File: src/rtl/bnn_pkg.sv
// Shared definitions for the BNN output collector.
//   state_t     : collector FSM states (COLLECT, HOLD)
//   N_OUT_DEF   : default frame width in bits
//   THRESH_DEF  : default activation threshold
//   clog2_w()   : ceiling log2, used to size the bit counter and popcount
package bnn_pkg;

   typedef enum logic [0:0] {
      COLLECT = 1'b0,
      HOLD    = 1'b1
   } state_t;

   localparam int N_OUT_DEF  = 8;
   localparam int THRESH_DEF = 4;

   // Smallest r such that 2**r >= v. Returns 0 for v <= 1.
   function automatic int clog2_w(input int v);
      int r;
      r = 0;
      for (int i = 0; i < 31; i++) begin
         if ((1 << i) < v) r = i + 1;
      end
      return r;
   endfunction

endpackage

File: src/rtl/bnn_output_collector.sv
// bnn_output_collector
// Serially packs the single-bit neuron output into an N_OUT-wide frame,
// keeps an incremental popcount and drives a threshold activation. The
// finished frame is held behind a valid/ready handshake; while it is held
// the upstream neuron sequencer is backpressured via in_ready.
//
// Ports
//   clk           clock, all state on rising edge
//   rst           synchronous active-high reset
//   in_valid      neuron bit valid
//   in_bit        neuron bit
//   in_last       closes a short frame (qualified by in_valid)
//   in_ready      collector can accept a bit
//   out_valid     frame available
//   out_ready     downstream accepts the frame
//   out_vec       packed frame, bit i = i-th accepted bit
//   out_popcount  number of ones in out_vec
//   out_act       out_popcount >= THRESH
//   frame_count   completed-frame counter
//
// Build option
//   BNN_COLLECT_STATS_EN : when defined, frame_count is a 16-bit wrapping
//                          counter of output handshakes; otherwise it is
//                          tied to zero.
//
// state   | meaning
// --------+--------------------------------------------------------------
// COLLECT | accepting bits; in_ready=1, out_valid=0
// HOLD    | frame complete and presented; in_ready=0, out_valid=1
module bnn_output_collector
   import bnn_pkg::*;
#(
   parameter  int N_OUT  = N_OUT_DEF,
   parameter  int THRESH = THRESH_DEF,
   localparam int CNT_W  = clog2_w(N_OUT + 1)
) (
   input  logic              clk,
   input  logic              rst,
   input  logic              in_valid,
   input  logic              in_bit,
   input  logic              in_last,
   output logic              in_ready,
   output logic              out_valid,
   input  logic              out_ready,
   output logic [N_OUT-1:0]  out_vec,
   output logic [CNT_W-1:0]  out_popcount,
   output logic              out_act,
   output logic [15:0]       frame_count
);

   localparam logic [0:0] ST_COLLECT = 1'(COLLECT);
   localparam logic [0:0] ST_HOLD    = 1'(HOLD);

   logic [0:0]       r_state;
   logic [N_OUT-1:0] r_vec;
   logic [CNT_W-1:0] r_count;
   logic [CNT_W-1:0] r_popcount;

   logic w_accept;
   logic w_close;
   logic w_xfer;

   assign w_accept = (r_state == ST_COLLECT) && in_valid;
   // The accepted bit fills the frame, or upstream marks it as the last one.
   // Both conditions together still close the frame only once.
   assign w_close  = w_accept && ((r_count == CNT_W'(N_OUT - 1)) || in_last);
   assign w_xfer   = (r_state == ST_HOLD) && out_ready;

   always_ff @(posedge clk) begin
      if (rst) begin
         r_state    <= ST_COLLECT;
         r_vec      <= '0;
         r_count    <= '0;
         r_popcount <= '0;
      end else begin
         if (w_accept) begin
            // Decoded write avoids an index wider than the vector.
            for (int i = 0; i < N_OUT; i++) begin
               if (r_count == CNT_W'(i)) r_vec[i] <= in_bit;
            end
            r_count    <= r_count + CNT_W'(1);
            r_popcount <= r_popcount + CNT_W'(in_bit);
            if (w_close) r_state <= ST_HOLD;
         end else if (w_xfer) begin
            r_vec      <= '0;
            r_count    <= '0;
            r_popcount <= '0;
            r_state    <= ST_COLLECT;
         end
      end
   end

   assign in_ready     = (r_state == ST_COLLECT);
   assign out_valid    = (r_state == ST_HOLD);
   assign out_vec      = r_vec;
   assign out_popcount = r_popcount;
   assign out_act      = (r_popcount >= CNT_W'(THRESH));

`ifdef BNN_COLLECT_STATS_EN
   logic [15:0] r_frame_count;

   always_ff @(posedge clk) begin
      if (rst) begin
         r_frame_count <= '0;
      end else if (w_xfer) begin
         r_frame_count <= r_frame_count + 16'd1;
      end
   end

   assign frame_count = r_frame_count;
`else
   assign frame_count = 16'd0;
`endif

endmodule
File: config.mk
export PLATFORM = sky130hd
export DESIGN_NAME = bnn_output_collector
export DESIGN_NICKNAME = d
export VERILOG_FILES = /design/src/rtl/bnn_pkg.sv /design/src/rtl/bnn_output_collector.sv
export SDC_FILE = /design/constraint.sdc
export NUM_CORES = 1
export LEC_CHECK = 0
export ABC_AREA = 1
export CAP_MARGIN = 10
export CORE_UTILIZATION = 43
export CTS_CLUSTER_DIAMETER = 200
export DETAILED_ROUTE_END_ITERATION = 10
export PLACE_DENSITY = 0.78
export SYNTH_ARGS = -nofsm -noshare
export SYNTH_HDL_FRONTEND = slang
export SYNTH_SLANG_ARGS = --single-unit
File: constraint.sdc
create_clock -name clk -period 1.27 [get_ports clk]
set_input_delay 0.254 -clock clk [delete_from_list [all_inputs] [get_ports clk]]
set_output_delay 0.254 -clock clk [all_outputs]
set_load 0.02 [all_outputs]
==> results.cfg <==
[outcome]
status = finished, final reports clean

[grt]
grt_start_max_net_pins = 21
grt_pass1_wl_um = 3390
grt_pass1_vias = 809
grt-ovfl-total = 0
grt_util_all_layers = 0.177
antenna_found_initial = 0

[sta]
setup_viol = 0
period_needed_ps = 1240
min_period_over_period = 0.978
rsz0062_at_grt = true
finalMaxSlewViolations = 0
fmax_ghz = 0.805
fin_skew_ps = 2.22
hold_viol = 0

[worst_setup_path]
end_kind = output pin
r2r-end = out_vec[2]$_SDFFE_PP0P_
worstPathRequired_ps = 1020
worst_ep_arrival_time_ps = 990
critPathBufInv = 1
worstSetupEndpoint = out_vec[5]
r2r-start = r_count[2]$_SDFFE_PP0P_
max_stage_delay_ps = 360
worst-setup-path-type = flip-flop to output pin
cp_top_family = flip-flops
slowest_stage = dfxtp_1
startpoint = out_vec[5]$_SDFFE_PP0P_
cp_max_fo = 2
crit_path_cell_trace = clkdlybuf4s15_1
reg2reg_setup_slack_ps = 120
cp.depth = 1
start_kind = flip-flop
ff2ff_path_depth = 6

[drt]
routed_wirelength_um = 2090
drt-pass1-iter-count = 4
vias = 957
drt_iter0_markers = 12
wl_per_cell_um = 10.5
vias_per_cell = 4.79
post-route-drc-count = 0
final_antenna_net_count = 0

[clock_tree]
cts.clk_slew.worst_paths_ps = 100
tritoncts = done
cts.sinks = 17
cts-root-buf = clkbuf_4
cts_setup_buffers = 0
cts.path.max_buffers = 2
cts_buffers = 3
htree_num_levels = 1
clk_latency_ps = 290

[die]
die_w_um = 50.2
row_count = 17
dieHeight_um = 50.2
pin_count = 37
core_um2 = 2190
start_util = 0.456
die-area_um2 = 2520

[synthesis]
synth-main-ff-cell = dfxtp_1
synth_edf_count = 0
synth_most_common_cell = nand2_1
yosys_warnings = 0
netlist_area_um2 = 1000
synthArstFlopShare = 0
synth_top_cell_area_share = 0.340
seq_area_frac_synth = 0.340
synthCells = 141
yosys.area.top_type = dfxtp_1
synth-seq-cells = 17
synthTopCellsByArea = dfxtp_1 34%, buf_4 13%, nand2_1 9.8%
synth.distinct_cells = 18
synth_area_per_cell_um2 = 7.09
netlist_top_cells_count = 26 x nand2_1, 17 x buf_4, 17 x dfxtp_1, 17 x nor2_1, 16 x a21oi_1

[pwr]
ir_drop_uv = 655
power_leakage_uw = 0.000621
power_density_nw_per_um2 = 923
total_power_uw = 1160
netSwitchingPower_uw = 370
p_clk_frac = 0.255
p_comb_frac = 0.245
p_int_uw = 788
p_seq_frac = 0.499
swShare = 0.320

[place]
gp_congestion = 0.822
io_buffers = 20
hpwl_um = 1630
dp_cells = 196

[cells_and_area]
nNetsFinal = 185
fin_cells = 200
n_antenna_cell = 0
fin_util = 0.573
syn_to_final_growth_pct = 25.5
fill_cells = 207
drive_gt1_frac = 0.157

[hold_path]
hp-class = flip-flop to flip-flop

[job]
maxCapViolCount = 0
[what timing repair did]
action                                  in CTS  in global routing
hold buffers                                 0                  0
endpoints found under the setup margin      15                 15
resized for setup                           22                 11
pin swaps                                    0                  0
[logic make-up after synthesis]
group | after synthesis | synth area share
AND/OR/NAND/NOR | 62 | 0.265
buffers and inverters | 34 | 0.207
AO/OA/AOI/OAI | 21 | 0.109
flip-flops | 17 | 0.340
adder cells (fa/ha/maj) | 6 | 0.0751
other | 1 | 0.00375
[layer usage]
layer | GRT usage | part of all wire | vias up
met2 | 0.291 | 0.51 | 27
met3 | 0.0273 | 0.033 | 4
met5 | 0 | 0 | -
met1 | 0.223 | 0.44 | 447
li1 | - | - | 479
met4 | 0.0857 | 0.015 | 0
[metrics by stage]
| step | TNS (ps) | hold WS, ps | setup WS (ps) | cell area (µm²) |
|---|---|---|---|---|
| finish | 0 | 505 | 28.2 | 1250 |
| global route | -21.4 | 534 | -11.6 | 1250 |
| CTS | 0 | 505 | 4.28 | 1250 |
| detailed placement | -3390 | 484 | -269 | 1240 |
| global placement | -2440 | 463 | -208 | 1240 |
| floorplan | 0 | 323 | 14.8 | 1060 |
[layout make-up]
cell class	count	area, µm²	area share
multi-input cells	105	517	0.412
flip-flops and latches	17	344	0.274
repair buffers	32	280	0.223
inverters	14	52.6	0.0419
well taps	28	35.0	0.0279
clock buffers	4	26.3	0.0209
[power groups by stage]
stage / Combinational (µW) / Sequential, µW / Clock (µW)
after floorplan: 195 / 613 / 0
after global placement: 286 / 588 / 0
after detailed placement: 292 / 590 / 0
after CTS: 280 / 577 / 306
after global routing: 313 / 581 / 322
final: 284 / 578 / 296
[how the worst min path moves through the flow]
stage	from	endpoint	depth (start not counted)
floorplan	rst	out_popcount[0]$_SDFFE_PP0P_	1
global placement	r_count[2]$_SDFFE_PP0P_	r_count[2]$_SDFFE_PP0P_	1
detailed placement	r_count[2]$_SDFFE_PP0P_	r_count[2]$_SDFFE_PP0P_	1
CTS	r_count[2]$_SDFFE_PP0P_	r_count[2]$_SDFFE_PP0P_	1
global route	r_count[2]$_SDFFE_PP0P_	r_count[2]$_SDFFE_PP0P_	1
finish	r_count[2]$_SDFFE_PP0P_	r_count[2]$_SDFFE_PP0P_	1
[cell usage in the layout (no fill, tap or decap)]
| cell | count |
|---|---|
| clkdlybuf4s15_2 | 1 |
| dfxtp_2 | 3 |
| nand3_1 | 12 |
| a31oi_1 | 1 |
| nor3_1 | 3 |
| nand2_2 | 1 |
| clkbuf_4 | 3 |
| nor2_4 | 1 |
| nor2_2 | 2 |
| inv_1 | 14 |
| a22oi_1 | 1 |
| nand2_1 | 26 |
| o21ai_0 | 3 |
| nor2_1 | 16 |
| ha_1 | 6 |
| clkdlybuf4s50_1 | 5 |
| buf_4 | 11 |
| nand3_2 | 1 |
| a21oi_1 | 16 |
| buf_12 | 1 |
| dlygate4sd2_1 | 7 |
| conb_1 | 16 |
| clkbuf_1 | 1 |
| clkdlybuf4s15_1 | 4 |
| dfxtp_1 | 14 |
| buf_2 | 1 |
| clkbuf_2 | 2 |
[flip-flops by register name, summed over array words and instances, names as in the netlist]
signal / cells
r_count: 4
out_valid: 1
out_popcount: 4
out_vec: 8
Power figures use the tool's default switching activity.
